<file path="config.mk">
export PLATFORM = sky130hd
export DESIGN_NAME = uart_rx_ctrl
export DESIGN_NICKNAME = d
export VERILOG_FILES = /design/src/rtl/uart_rx_pkg.sv /design/src/rtl/uart_rx_ctrl_flex_counter.sv /design/src/rtl/uart_rx_ctrl.sv
export SDC_FILE = /design/constraint.sdc
export NUM_CORES = 1
export LEC_CHECK = 0
export ABC_CLOCK_PERIOD_IN_PS = 4200
export CAP_MARGIN = 15
export CORE_MARGIN = 4
export CORE_UTILIZATION = 58
export CTS_BUF_LIST = sky130_fd_sc_hd__clkbuf_8 sky130_fd_sc_hd__clkbuf_16
export CTS_CLUSTER_SIZE = 10
export DETAILED_ROUTE_END_ITERATION = 6
export DONT_BUFFER_PORTS = 1
export PLACE_DENSITY_LB_ADDON = 0.08
export SYNTH_ARGS = -nofsm -noshare
export SYNTH_HDL_FRONTEND = slang
export SYNTH_SLANG_ARGS = --single-unit
export TNS_END_PERCENT = 30
</file>
<file path="constraint.sdc">
create_clock -name clk -period 4.2 [get_ports clk]
set_input_delay 1.26 -clock clk [delete_from_list [all_inputs] [get_ports clk]]
set_output_delay 1.26 -clock clk [all_outputs]
set_load 0.1 [all_outputs]
</file>
<file path="src/rtl/uart_rx_pkg.sv">
// Shared types and limits for the UART receive controller.
package uart_rx_pkg;

  typedef enum logic [2:0] {
    IDLE,
    START_CHK,
    DATA,
    STOP,
    LOAD,
    WAIT_IDLE
  } rx_state_t;

  localparam int BP_MIN        = 4;
  localparam int DATA_SIZE_MIN = 5;
  localparam int DATA_SIZE_MAX = 8;

  // Out-of-range character sizes fall back to a full byte.
  function automatic logic [3:0] clamp_size(input logic [3:0] ds);
    if (ds < 4'(DATA_SIZE_MIN) || ds > 4'(DATA_SIZE_MAX)) return 4'(DATA_SIZE_MAX);
    return ds;
  endfunction

endpackage

</file>
<file path="src/rtl/uart_rx_ctrl_flex_counter.sv">
// Clearable up-counter that wraps from rollover_val back to 1 and flags the terminal count.
module flex_counter #(
  parameter int W = 14
) (
  input  logic         clk,
  input  logic         n_rst,
  input  logic         clear,
  input  logic         count_enable,
  input  logic [W-1:0] rollover_val,
  output logic         rollover_flag
);

  logic [W-1:0] count_q, count_d;

  always_comb begin
    count_d = count_q;
    if (clear)
      count_d = '0;
    else if (count_enable)
      count_d = (count_q == rollover_val) ? W'(1) : count_q + W'(1);
  end

  always_ff @(posedge clk or negedge n_rst) begin
    if (!n_rst) count_q <= '0;
    else        count_q <= count_d;
  end

  assign rollover_flag = (count_q == rollover_val);

endmodule

</file>
<file path="src/rtl/uart_rx_ctrl.sv">
// UART receive sequencer: finds the start bit, strobes a downstream SIPO at each
// data-bit centre and checks the stop bit.
module uart_rx_ctrl
  import uart_rx_pkg::*;
#(
  parameter int BP_BITS = 14
) (
  input  logic               clk,
  input  logic               n_rst,
  input  logic               serial_in,
  input  logic [BP_BITS-1:0] bit_period,
  input  logic [3:0]         data_size,
  output logic               shift_strobe,
  output logic               load_buffer,
  output logic               framing_error,
  output logic               receiving
);

  rx_state_t          state_q, state_d;
  logic               sin_q;
  logic [BP_BITS-1:0] per_q, per_d;
  logic [3:0]         size_q, size_d;
  logic [3:0]         bits_q, bits_d;
  logic               ferr_q, ferr_d;
  logic               cnt_clr, cnt_en, cnt_roll;
  logic [BP_BITS-1:0] roll_val;

  flex_counter #(.W(BP_BITS)) u_cnt (
    .clk          (clk),
    .n_rst        (n_rst),
    .clear        (cnt_clr),
    .count_enable (cnt_en),
    .rollover_val (roll_val),
    .rollover_flag(cnt_roll)
  );

  always_comb begin
    state_d      = state_q;
    per_d        = per_q;
    size_d       = size_q;
    bits_d       = bits_q;
    ferr_d       = ferr_q;
    cnt_clr      = 1'b0;
    cnt_en       = 1'b0;
    roll_val     = per_q;
    shift_strobe = 1'b0;
    load_buffer  = 1'b0;
    unique case (state_q)
      IDLE: begin
        if (sin_q && !serial_in) begin
          state_d = START_CHK;
          cnt_clr = 1'b1;
          bits_d  = '0;
          per_d   = (bit_period < BP_BITS'(BP_MIN)) ? BP_BITS'(BP_MIN) : bit_period;
          size_d  = clamp_size(data_size);
        end
      end
      START_CHK: begin
        // Counter starts at 0 here, so terminal count P/2-1 spans P/2 cycles;
        // the wrap to 1 then lines DATA up on a full-period grid.
        cnt_en   = 1'b1;
        roll_val = (per_q >> 1) - BP_BITS'(1);
        if (cnt_roll) state_d = serial_in ? IDLE : DATA;
      end
      DATA: begin
        cnt_en = 1'b1;
        if (cnt_roll) begin
          shift_strobe = 1'b1;
          bits_d       = bits_q + 4'd1;
          if (bits_q + 4'd1 == size_q) state_d = STOP;
        end
      end
      STOP: begin
        cnt_en = 1'b1;
        if (cnt_roll) begin
          ferr_d  = !serial_in;
          state_d = serial_in ? LOAD : WAIT_IDLE;
        end
      end
      LOAD: begin
        load_buffer = 1'b1;
        state_d     = IDLE;
      end
      WAIT_IDLE: begin
        if (serial_in) state_d = IDLE;
      end
      default: state_d = IDLE;
    endcase
  end

  always_ff @(posedge clk or negedge n_rst) begin
    if (!n_rst) begin
      state_q <= IDLE;
      sin_q   <= 1'b1;
      per_q   <= BP_BITS'(BP_MIN);
      size_q  <= 4'(DATA_SIZE_MAX);
      bits_q  <= '0;
      ferr_q  <= 1'b0;
    end else begin
      state_q <= state_d;
      sin_q   <= serial_in;
      per_q   <= per_d;
      size_q  <= size_d;
      bits_q  <= bits_d;
      ferr_q  <= ferr_d;
    end
  end

  assign framing_error = ferr_q;
  assign receiving     = (state_q != IDLE);

endmodule
</file>
=== After elaboration in Yosys (flattened, before gate mapping) ===
Cells that the tools add are included.

* Reductions and logical operators: 12
* $add $sub $neg: 3
* Equal/unequal tests: 13
* Div/mod/pow operators: 0
* Bitwise gates (word level): 0
* $mul: 0
* $lt $le $gt $ge: 3
* Shift operators: 0
* Mux-type cells: 28

{| class="wikitable"
|+ Operators with widths
! cell !! count
|-
| $mux 14 || 5
|-
| $mux 3 || 6
|-
| $mux 4 || 4
|-
| $pmux 3 s5 || 1
|-
| $add 14x1->14 const B || 1
|-
| $eq 14x14->1 || 1
|-
| $lt 14x3->1 const B || 1
|-
| $sub 13x1->14 const B || 1
|-
| $ne 2x2->1 const B || 6
|-
| $mux 1 || 10
|-
| $pmux 4 s2 || 1
|-
| $eq 3x2->1 const B || 2
|-
| $eq 3x3->1 const B || 2
|-
| $reduce_and 6->1 || 1
|-
| $add 4x1->4 const B || 1
|-
| $eq 4x4->1 || 1
|-
| $gt 4x4->1 const B || 1
|-
| $lt 4x3->1 const B || 1
|-
| $reduce_and 2->1 || 2
|-
| $reduce_bool 2->1 || 2
|-
| $eq 3x1->1 const B || 1
|-
| $logic_not 3->1 || 1
|-
| $reduce_and 3->1 || 1
|-
| $reduce_bool 3->1 || 1
|-
| other kinds (5) || 5
|}

* Word-level logic and storage cells: 66
* Output and inout port bits: 4
* Bits in registers: 41
* Latch bits: 0
* ROM bits: 0
* Memories: 0
* RAM bits: 0

=== Logic depth before layout (Yosys ltp) ===
* Depth in word-level cells: 6
* Gate-level depth with buffers: 13

=== Hierarchy ===
From an unflattened synthesis, not the netlist that was laid out.

* Cell total of the unflattened synthesis: 325
* Area, all modules: 2,680.1 µm²

{| class="wikitable"
|+ Modules (own cells, without submodules)
! module !! cells an instance !! area each (µm²) !! seq. area each (µm²) !! instances
|-
| uart_rx_ctrl || 200 || 1,626.6 || 679.4 || 1
|-
| flex_counter || 125 || 1,053.5 || 350.3 || 1
|}

=== Least setup slack after synthesis ===
No wires, ideal clock.

* Kind: flip-flop to output port
* Start: reg per_q[1]
* End: out shift_strobe
* Cell stages (with the launch flop): 12
* Path slack: -0.460 ns
* Required time: 2.940 ns
* Data arrival time: 3.400 ns
* Cell sequence: dfrtp_1 > clkbuf_1 > inv_1 > ha_1 > or4b_4 > or3_1 > and4_1 > nor4_1 > nand4_1 > or2_1 > buf_6 > nor3_4

* Longest elaborated chain between the ends: 5

{| class="wikitable"
|+ RTL lines
! what !! RTL line !! source
|-
| start: declaration || uart_rx_ctrl.sv:21 || <nowiki>logic [BP_BITS-1:0] per_q, per_d;</nowiki>
|-
| start signal: assignment || uart_rx_ctrl.sv:95 || <nowiki>per_q <= BP_BITS'(BP_MIN);</nowiki>
|-
| start signal: assignment || uart_rx_ctrl.sv:102 || <nowiki>per_q <= per_d;</nowiki>
|-
| $sub 13x1->14 || uart_rx_ctrl.sv:62 || <nowiki>roll_val = (per_q >> 1) - BP_BITS'(1);</nowiki>
|-
| $mux 14 (*) || uart_rx_ctrl.sv:48 || <nowiki>unique case (state_q)</nowiki>
|-
| $eq 14x14->1 (*) || uart_rx_ctrl_flex_counter.sv:28 || <nowiki>assign rollover_flag = (count_q == rollover_val);</nowiki>
|-
| $mux 1 (*) || uart_rx_ctrl.sv:67 || <nowiki>if (cnt_roll) begin</nowiki>
|-
| $mux 1 (*) || uart_rx_ctrl.sv:48 ||
|-
| end: declaration || uart_rx_ctrl.sv:13 || <nowiki>output logic shift_strobe,</nowiki>
|}

Mark *: on every way between the ends. The rest lies on a longest branch, timed or not.

=== Worst setup path in the final report ===
* Start: reg per_q[2]
* End: out shift_strobe

The elaborated chain is that of the path after synthesis.

==> reports/qor.csv <==
stage,metric,value,unit
drt,Total Routed Length,7492,um
drt,ratio of routed vias to standard cells,6.390,
grt,via count of the first global-routing pass,2608,
timing,post-route worst setup slack,-0.1219,ns
timing,"Period Utilization, post-route",102.9,%
clocking,Skew-Pair Late Insertion Delay,0.30,ns
timing,RSZ-0062 raised after global routing,yes,
power_and_ir_drop,net load switching power,0.1465,mW
die,initial standard-cell utilization of the core,61.43,%
yosys,cell count after synthesis,351,
yosys,dominant cell type by area after synthesis,sky130_fd_sc_hd__dfrtp_1,
yosys,count of yosys warnings during synthesis,0,
drt,number of design rule violations left after detail routing,0,
die,chip width,79.43,um
clocking,htree depth,2,
timing,Least-Margin Pin Slew,1.032,ns
critical_path,Startpoint Class,flop,
drt,first drt pass iteration count,4,
die,floorplan row count,25,
hold_path,hold path depth,2,
status,violated checks,setup timing,
finish,fraction of layout cells with a size suffix above 1,15.01,%
job,number of maximum-capacitance constraint violations,0,
critical_path,endpoint class of the critical path,primary output,
place,total of buffers placed on input and output ports,0,
power_and_ir_drop,highest ir drop seen on vdd,0.0001596,V
critical_path,maximum fanout encountered on the critical timing path,6,
hold_path,type of the tightest min-delay check,reg2reg,
power_and_ir_drop,leakage power,1.379,nW
die,Die Footprint,6308,um2
power_and_ir_drop,internal power,0.6329,mW
drt,number of nets still failing antenna checks after routing,0,
clocking,TritonCTS clock tree,yes,
finish,NumNets Final,376,
clocking,clock sinks,41,
critical_path,data arrival time of the critical path,3.06,ns
finish,fraction of the core area covered by cells at the end of the flow,67.30,%
timing,clock period minus worst slack,4.322,ns
die,height of the die,79.43,um
yosys,Post-Syn Nets,375,
power_and_ir_drop,power consumption,0.7794,mW
timing,Final Hold Fails,0,
drt,wire length per cell after detailed routing,17.84,um
yosys,"top cells by area, synth","sky130_fd_sc_hd__dfrtp_1, sky130_fd_sc_hd__nand2_1, sky130_fd_sc_hd__xnor2_1, sky130_fd_sc_hd__dfstp_2, sky130_fd_sc_hd__o21ai_0",
yosys,Synth top area share,32.14,%
timing,clock skew after layout,0.006001,ns
grt,first-pass GRT wire length,12630,um
yosys,sequential fraction of the synthesis area,34.80,%
power_and_ir_drop,power share of the clock group,48.9,%
yosys,synthesized area per cell,8.430,um2
yosys,number of enable flip-flop cells after synthesis,0,
die,IO Pins,25,
grt,residual overflow from global routing,0,
grt,GRT Max-Usage Layer,met2,
grt,global-route track usage on met3,4.740,%
clocking,clock slew at the register clock pins of the worst setup and hold paths,0.08,ns
clocking,root buffer cell,sky130_fd_sc_hd__clkbuf_8,
yosys,"Distinct cells, synth",67,
yosys,"Top FF cell, synth",sky130_fd_sc_hd__dfrtp_1,
critical_path,worst r2r path cells,11,
grt,initial antenna violation count,0,
timing,worst slew slack as a fraction of its limit,30.95,%
grt,fraction of met2 tracks used by global routing,42.07,%
drt,violation count after the first detailed-routing iteration,201,
yosys,proportion of synthesized flip-flops having asynchronous set or reset,100.0,%
drt,overall via count from detail_route,2684,
grt,global-route usage over all layers,25.35,%
yosys,most used standard cells in the synthesized netlist,"sky130_fd_sc_hd__nand2_1, sky130_fd_sc_hd__dfrtp_1, sky130_fd_sc_hd__nor2_1, sky130_fd_sc_hd__inv_1, sky130_fd_sc_hd__o21ai_0",
grt,largest net degree at the start of global routing,42,
place,HPWL after detailed placement,5484,um
power_and_ir_drop,Logic pwr share,0.3,%
place,final weighted congestion in routability-driven placement,1.028,
timing,maximum clock rate,231.4,MHz
yosys,Syn Std Cell Area,2959,um2
status,result of the run,finished with violations,
yosys,most numerous cell in the Yosys netlist,sky130_fd_sc_hd__nand2_1,
clocking,Inserted Clock Buffers,5,
power_and_ir_drop,switching part of the total power,18.80,%
die,Placeable Area,4817,um2
timing,final count of negative-setup-slack endpoints,1,
clocking,CTS Buffer Depth,2,
finish,antenna cells,0,
critical_path,data required time of the critical path,2.94,ns
timing,Max Slew Vio Count,0,
yosys,flip-flop and latch count after synthesis,41,
grt,global-route met1 utilization,33.05,%
power_and_ir_drop,Flop pwr share,50.8,%
power_and_ir_drop,power density normalized to cell area,240.4,nW/um2
finish,layout overhead on the synthesized area,9.556,%
critical_path,category of the most critical setup path,reg2out,
[area by class of cell]
| class | count | area [um2] |
|---|---|---|
| multi-input combinational | 271 | 1783 |
| fill | 431 | 1575 |
| sequential | 41 | 1031 |
| timing repair buffer | 19 | 155.1 |
| tap | 67 | 83.83 |
| clock buffer | 5 | 68.82 |
| clock inverter | 3 | 65.06 |
| inverter | 14 | 55.05 |
[metal layers]
layer,up-vias,part of all wire (%)
met2,103,48
met5,-,0
met3,18,6.2
met1,1277,44
li1,1286,-
met4,0,2.1
[worst paths after layout]
path / from / end / slack (ns)
min in group asynchronous: n_rst / per_q[12]$_DFFE_PN0P_ / 0.64
max: per_q[2]$_DFFE_PN1P_ / shift_strobe / -0.12
max reg2reg: per_q[2]$_DFFE_PN1P_ / u_cnt.count_q[5]$_DFFE_PN0P_ / 0.87
max in group asynchronous: n_rst / sin_q$_DFF_PN1_ / 3.35
min reg2reg: size_q[2]$_DFFE_PN0P_ / size_q[2]$_DFFE_PN0P_ / 0.52
min: size_q[2]$_DFFE_PN0P_ / size_q[2]$_DFFE_PN0P_ / 0.52
[metrics by stage]
stage                     hold slack, ns  cell area (um2)  setup TNS (ns)  std cells  setup slack (ns)
after floorplan                   0.4583             2984         -0.2611        351           -0.2611
after global placement            0.4969             3079               0        411            0.1595
after detailed placement          0.4989             3079               0        411            0.1156
after CTS                         0.5194             3223         -0.1087        419           -0.1087
after global routing              0.5354             3242         -0.2139        420           -0.2139
final                             0.5170             3242         -0.1219        420           -0.1219
[power by group through the flow]
| stage | Combinational [mW] | Clock, mW | Sequential [mW] |
|---|---|---|---|
| after global routing | 0.00294 | 0.402 | 0.396 |
| after detailed placement | 0.00263 | 0 | 0.403 |
| after global placement | 0.00268 | 0 | 0.403 |
| after floorplan | 0.00218 | 0 | 0.403 |
| after CTS | 0.00267 | 0.386 | 0.396 |
| final | 0.00266 | 0.381 | 0.396 |
[layout by cell type, fill, tap and decap left out, types with 3 or more instances in the layout]
cell,instances
sky130_fd_sc_hd__nand3_1,6
sky130_fd_sc_hd__a22o_1,4
sky130_fd_sc_hd__dfstp_2,3
sky130_fd_sc_hd__clkbuf_8,5
sky130_fd_sc_hd__nor4_1,10
sky130_fd_sc_hd__nor2b_1,9
sky130_fd_sc_hd__o311ai_0,3
sky130_fd_sc_hd__inv_1,12
sky130_fd_sc_hd__nor3_1,7
sky130_fd_sc_hd__o21ai_0,14
sky130_fd_sc_hd__o31ai_2,3
sky130_fd_sc_hd__nand4_1,11
sky130_fd_sc_hd__xor2_1,8
sky130_fd_sc_hd__buf_4,18
sky130_fd_sc_hd__xnor2_1,13
sky130_fd_sc_hd__a211o_1,3
sky130_fd_sc_hd__dfrtp_1,37
sky130_fd_sc_hd__or2_2,4
sky130_fd_sc_hd__o22ai_1,3
sky130_fd_sc_hd__and3_1,4
sky130_fd_sc_hd__nor2_1,18
sky130_fd_sc_hd__o31ai_1,4
sky130_fd_sc_hd__o21bai_1,4
sky130_fd_sc_hd__o2bb2ai_1,3
sky130_fd_sc_hd__nand2b_1,4
sky130_fd_sc_hd__nand2_1,59
sky130_fd_sc_hd__a21oi_1,6
sky130_fd_sc_hd__mux2i_1,4
sky130_fd_sc_hd__or3_1,7
sky130_fd_sc_hd__a31oi_1,5
sky130_fd_sc_hd__o211ai_1,4
[what timing repair did]
action                                  in CTS  in global routing
resized for setup                            4                  2
pin swaps                                    2                  2
hold buffers                                 0                  0
endpoints found under the setup margin       1                  1
cloned                                       0                  0
setup buffers                                0                  1
[flip-flops by register name (all words and copies together) (netlist names)]
signal / flops
per_q: 14
sin_q: 1
bits_q: 4
state_q: 3
framing_error: 1
size_q: 4
u_cnt.count_q: 14
[kinds of logic (layout without fill, tap and decap cells)]
group	count (synthesis)	in the layout	share of synthesized area, %
muxes	4	4	1.353
buffers and inverters	39	41	6.046
DFF	41	41	34.80
AOI/OAI and AO/OA	82	82	20.55
xor gates and xnor gates	21	21	6.216
and+or+nand+nor	161	161	29.77
adders and majority gates	3	3	1.269
[worst max-delay path, cell delays in order (launching register included)]
cell,delay [ns]
sky130_fd_sc_hd__dfstp_2,0.41
sky130_fd_sc_hd__inv_2,0.08
sky130_fd_sc_hd__ha_4,0.16
sky130_fd_sc_hd__or4b_4,0.49
sky130_fd_sc_hd__or3_1,0.37
sky130_fd_sc_hd__and4_1,0.17
sky130_fd_sc_hd__nor4_2,0.24
sky130_fd_sc_hd__nand4_1,0.20
sky130_fd_sc_hd__or2_4,0.30
sky130_fd_sc_hd__nor3_4,0.15
sky130_fd_sc_hd__buf_12,0.20
No activity file was read; power rests on OpenSTA's default activity.
